## src/rtl/isqrt_pkg.sv

```systemverilog
`default_nettype none
// ============================================================================
// Module      : isqrt_pkg
// Description : Shared definitions for the reciprocal-square-root datapath.
// Revision    : 1.0 - initial release
// ============================================================================
package isqrt_pkg;

    localparam int WL = 24;
    localparam int KW = $clog2(WL / 2);

    localparam logic [WL-1:0] ONE_HALF = WL'(1) << (WL - 2);
    localparam logic [KW-1:0] MAX_K    = KW'((WL - 2) / 2);

    typedef enum logic [1:0] {
        IDLE  = 2'd0,
        SHIFT = 2'd1,
        DONE  = 2'd2
    } state_t;

endpackage
`default_nettype wire

```

## src/rtl/isqrt_range_reducer.sv

```systemverilog
`default_nettype none
// ============================================================================
// Module      : isqrt_range_reducer
// Description : Even left-shift normaliser into [0.5, 2) ahead of the NR core.
// Revision    : 1.0 - initial release
// ============================================================================
module isqrt_range_reducer
    import isqrt_pkg::*;
(
    input  logic          CLK,
    input  logic          RST,
    input  logic          CE,
    input  logic [WL-1:0] din,
    input  logic          in_valid,
    output logic          in_ready,
    output logic [WL-1:0] m_out,
    output logic [KW-1:0] k_out,
    output logic          zero_out,
    output logic          out_valid,
    input  logic          out_ready
);

    state_t        r_state;
    logic [WL-1:0] r_work;
    logic [KW-1:0] r_k;

    assign in_ready = CE && (r_state == IDLE);

    always_ff @(posedge CLK) begin
        if (RST) begin
            r_state   <= IDLE;
            r_work    <= '0;
            r_k       <= '0;
            m_out     <= '0;
            k_out     <= '0;
            zero_out  <= 1'b0;
            out_valid <= 1'b0;
        end else if (CE) begin
            case (r_state)
                IDLE: begin
                    if (in_valid) begin
                        r_work <= din;
                        r_k    <= '0;
                        if (din == '0) begin
                            // Zero bypasses the shift loop; result is
                            // staged here and presented one edge later.
                            m_out    <= '0;
                            k_out    <= '0;
                            zero_out <= 1'b1;
                            r_state  <= DONE;
                        end else begin
                            zero_out <= 1'b0;
                            r_state  <= SHIFT;
                        end
                    end
                end
                SHIFT: begin
                    if (r_work[WL-1 -: 2] == 2'b00) begin
                        r_work <= {r_work[WL-3:0], 2'b00};
                        r_k    <= r_k + 1'b1;
                    end else begin
                        m_out     <= r_work;
                        k_out     <= r_k;
                        out_valid <= 1'b1;
                        r_state   <= DONE;
                    end
                end
                DONE: begin
                    if (!out_valid) begin
                        out_valid <= 1'b1;
                    end else if (out_ready) begin
                        out_valid <= 1'b0;
                        r_state   <= IDLE;
                    end
                end
                default: begin
                    out_valid <= 1'b0;
                    r_state   <= IDLE;
                end
            endcase
        end
    end

endmodule
`default_nettype wire
```

## config.mk

```make
export PLATFORM = sky130hd
export DESIGN_NAME = isqrt_range_reducer
export DESIGN_NICKNAME = d
export VERILOG_FILES = /design/src/rtl/isqrt_pkg.sv /design/src/rtl/isqrt_range_reducer.sv
export SDC_FILE = /design/constraint.sdc
export NUM_CORES = 1
export LEC_CHECK = 0
export ABC_AREA = 1
export BUFFER_PORTS_ARGS = -buffer_cell sky130_fd_sc_hd__buf_2
export CORE_ASPECT_RATIO = 0.7
export CORE_UTILIZATION = 58
export CTS_CLUSTER_DIAMETER = 60
export DETAILED_ROUTE_END_ITERATION = 8
export MAX_ROUTING_LAYER = met4
export PLACE_DENSITY = 0.84
export SETUP_SLACK_MARGIN = 0.2
export SYNTH_ARGS = -nofsm -noshare
export SYNTH_HDL_FRONTEND = slang
export SYNTH_SLANG_ARGS = --single-unit
```

## constraint.sdc

```tcl
create_clock -name CLK -period 2.6 [get_ports CLK]
set_input_delay 0.26 -clock CLK [delete_from_list [all_inputs] [get_ports CLK]]
set_output_delay 0.26 -clock CLK [all_outputs]
set_load 0.02 [all_outputs]
```

==> flow_summary.toml <==
[die]
rows = 20
io_pins = 60
initial_core_util = 0.624
die_w_um = 85.2
die_area_um2 = 5140
die_y_um = 60.3
core_um2 = 4500

[yosys]
synth.most_common_cell = "nand2_1"
synth_commonest_cells = "nand2_1 (112), nor2_1 (79), a21oi_1 (64)"
netlist_area_um2 = 2810
synth_top_cell_area_share = 0.427
syn_nets = 454
synth-simple-area-share = 0.320
synth_xor_xnor_area_share = 0.00623
postSynthCellCount = 421
synth_area_leaders = "dfxtp_1 (43%), nand2_1 (15%), a21oi_1 (11%)"
synth-seq-cells = 60
synth_cell_types = 26
synth_compound_area_frac = 0.136
synth_area_leader_cell = "dfxtp_1"
synth_top_family_by_area = "simple AND/OR/NAND/NOR gates"
ys_seq_area_frac = 0.427
synth_fa_ha_area_frac = 0.0178
ys.flop_type = "dfxtp_1"
synthMuxAreaShare = 0
ys_warn_count = 0
syn_area_per_cell_um2 = 6.68
synthArstFlopShare = 0
synth_edf_count = 0

[global_route]
use_met1 = 0.367
grt_pass1_vias = 2327
grt_overflow = 0
grt.total_usage = 0.284
grt_util_met3 = 0.0856
grt_antenna_before_repair = 0
grt_busiest_layer = "met2"
grt_max_degree = 34
grt_pass1_wl_um = 10700
met2_usage = 0.421

[sta]
fin_crit_sh = 0.851
fmax_mhz = 452
finalHoldViolations = 0
whs_ns = 0.200
rsz0062_at_grt = "false"
finalSetupViolCount = 0
slew_headroom = 0.366
setup-tns-final_ns = 0
slew_viol_final = 0
min_period_ns = 2.21
worst_pin_slew_ns = 0.950
finClkSkew_ns = 0.00620

[setup_path]
crit_buf_inv = 2
crit_slowest_cell = "nor2_4"
path_class = "flop to flop"
crit_top_cell = "a21oi_1"
path_max_fanout = 24
crit_family = "simple AND/OR/NAND/NOR gates"
start_kind = "flop"
rr_endpoint = "r_work[21]"
critPathArrivalTime_ns = 2.47
r2r_slack_ns = 0.39
path_cells = "inv_1, ha_1, buf_4, o21ai_0, nand2_2, nor2_4, a21oi_1, a21oi_1"
end_kind = "flop"
r2r-start = "r_state[1]"
crit_required_ns = 2.86
cpPeakStageDelay_ns = 0.52
r2r_cells = 8

[clocking]
htreeDepth = 3
cts.sinks = 60
post_cts_resized = 0
cts_made_buffers = 9
cts_root_buf = "clkbuf_8"
path_clk_slew_ns = 0.06
cts_buffer_depth = 2
cts_tree = "done"
post_cts_buffers = 0
hold_buffers = 0
clkLatencyLatePin_ns = 0.34

[placed_design]
placed_area_um2 = 3080
dp_hpwl_um = 4450
gp_congestion = 0.914
port_buffers = 59

[min_path]
hold_path.startpoint = "din[0]"
whs_path_depth = 3
hp-class = "input pin to flop"
hold_end = "r_work[0]"

[finish]
postLayoutCoreUtil = 0.721
syn2layout_area_growth_pct = 15.5
drive_gt1_frac = 0.183
antenna_cells = 0
fin_area_um2 = 3250
num-nets-final = 504

[flow_run]
drv_cap = 0

[drt]
wl_um = 6490
route.vias.total = 2743
viasPerCell = 5.18
drc = 0
wl_per_cell_um = 12.3
firstDrtPassIters = 5
postRouteAntennaNets = 0
drt_iter0_drc = 230

[pwr]
ir_worst_vdd_mv = 0.503
power_density_nw_per_um2 = 743
power.leakage_nw = 1.59

[status]
status = "finished, final reports clean"
==> tightest hold or removal path, stage by stage <==
cell	delay, ns
buf_2	0.11
nand2_1	0.06
a21oi_1	0.05
==> per-layer routing <==
metal / share of wire / vias up
met5: 0 / -
met4: 0.014 / 0
met3: 0.075 / 14
met2: 0.44 / 121
met1: 0.47 / 1186
li1: - / 1422
==> worst max path at each step <==
stage               start  slack (ns)    endpoint  depth (start not counted)
6_report       r_state[1]        0.39  r_work[21]                          8
5_1_grt        r_state[1]        0.21   r_work[4]                          8
4_1_cts        r_state[1]        0.41  r_work[21]                          8
3_5_place_dp   r_state[1]        0.45  r_work[21]                          8
3_3_place_gp   r_state[1]        0.52   r_work[8]                          9
2_1_floorplan  r_state[0]        1.02    k_out[2]                          9
==> state kept, by name, summed over array words and instances (netlist names) <==
| name | count |
|---|---|
| k_out | 4 |
| zero_out | 1 |
| r_state | 2 |
| out_valid | 1 |
| m_out | 24 |
| r_work | 24 |
| r_k | 4 |
==> cell type report <==
cell class	count	area, um2
multi-input combinational	302	1350
fill	392	1250
sequential	60	1200
timing repair buffer	64	333
clock buffer	13	159
inverter	34	128
tap	55	68.8
clock inverter	2	10.0
==> logic make-up (layout without fill, tap and decap cells) <==
logic type / count (synthesis) / in the layout
AOI/OAI and AO/OA: 75 / 75
xor gates and xnor gates: 2 / 2
adders and majority gates: 4 / 4
buffers and inverters: 59 / 113
DFF: 60 / 60
and+or+nand+nor: 221 / 221
==> cell usage in the layout (no fill, tap or decap), drive strengths merged <==
cell,Yosys,layout
clkinv,0,2
buf,18,64
dfxtp,60,60
nand4,1,1
nand2,115,115
nor3,4,4
clkbuf,7,13
o21ai,7,7
a21boi,1,1
a21oi,64,64
a31oi,2,2
ha,4,4
nor2,82,82
nand3,18,18
nor3b,1,1
xor2,2,2
inv,34,34
a211oi,1,1
==> report_power, final <==
group	total (mW)	switching, mW	leakage (nW)	internal, mW
combinational	0.614	0.418	1.01	0.196
clock	0.729	0.339	0.0893	0.390
sequential	1.07	0.0532	0.488	1.02
==> through the flow <==
stage / total power [mW] / setup slack, ns / instances
2_1_floorplan: 1.56 / 1.02 / 421
3_3_place_gp: 1.68 / 0.520 / 515
3_5_place_dp: 1.70 / 0.447 / 515
4_1_cts: 2.42 / 0.406 / 530
5_1_grt: 2.55 / 0.206 / 530
6_report: 2.41 / 0.387 / 530
No activity file was read; power rests on OpenSTA's default activity.
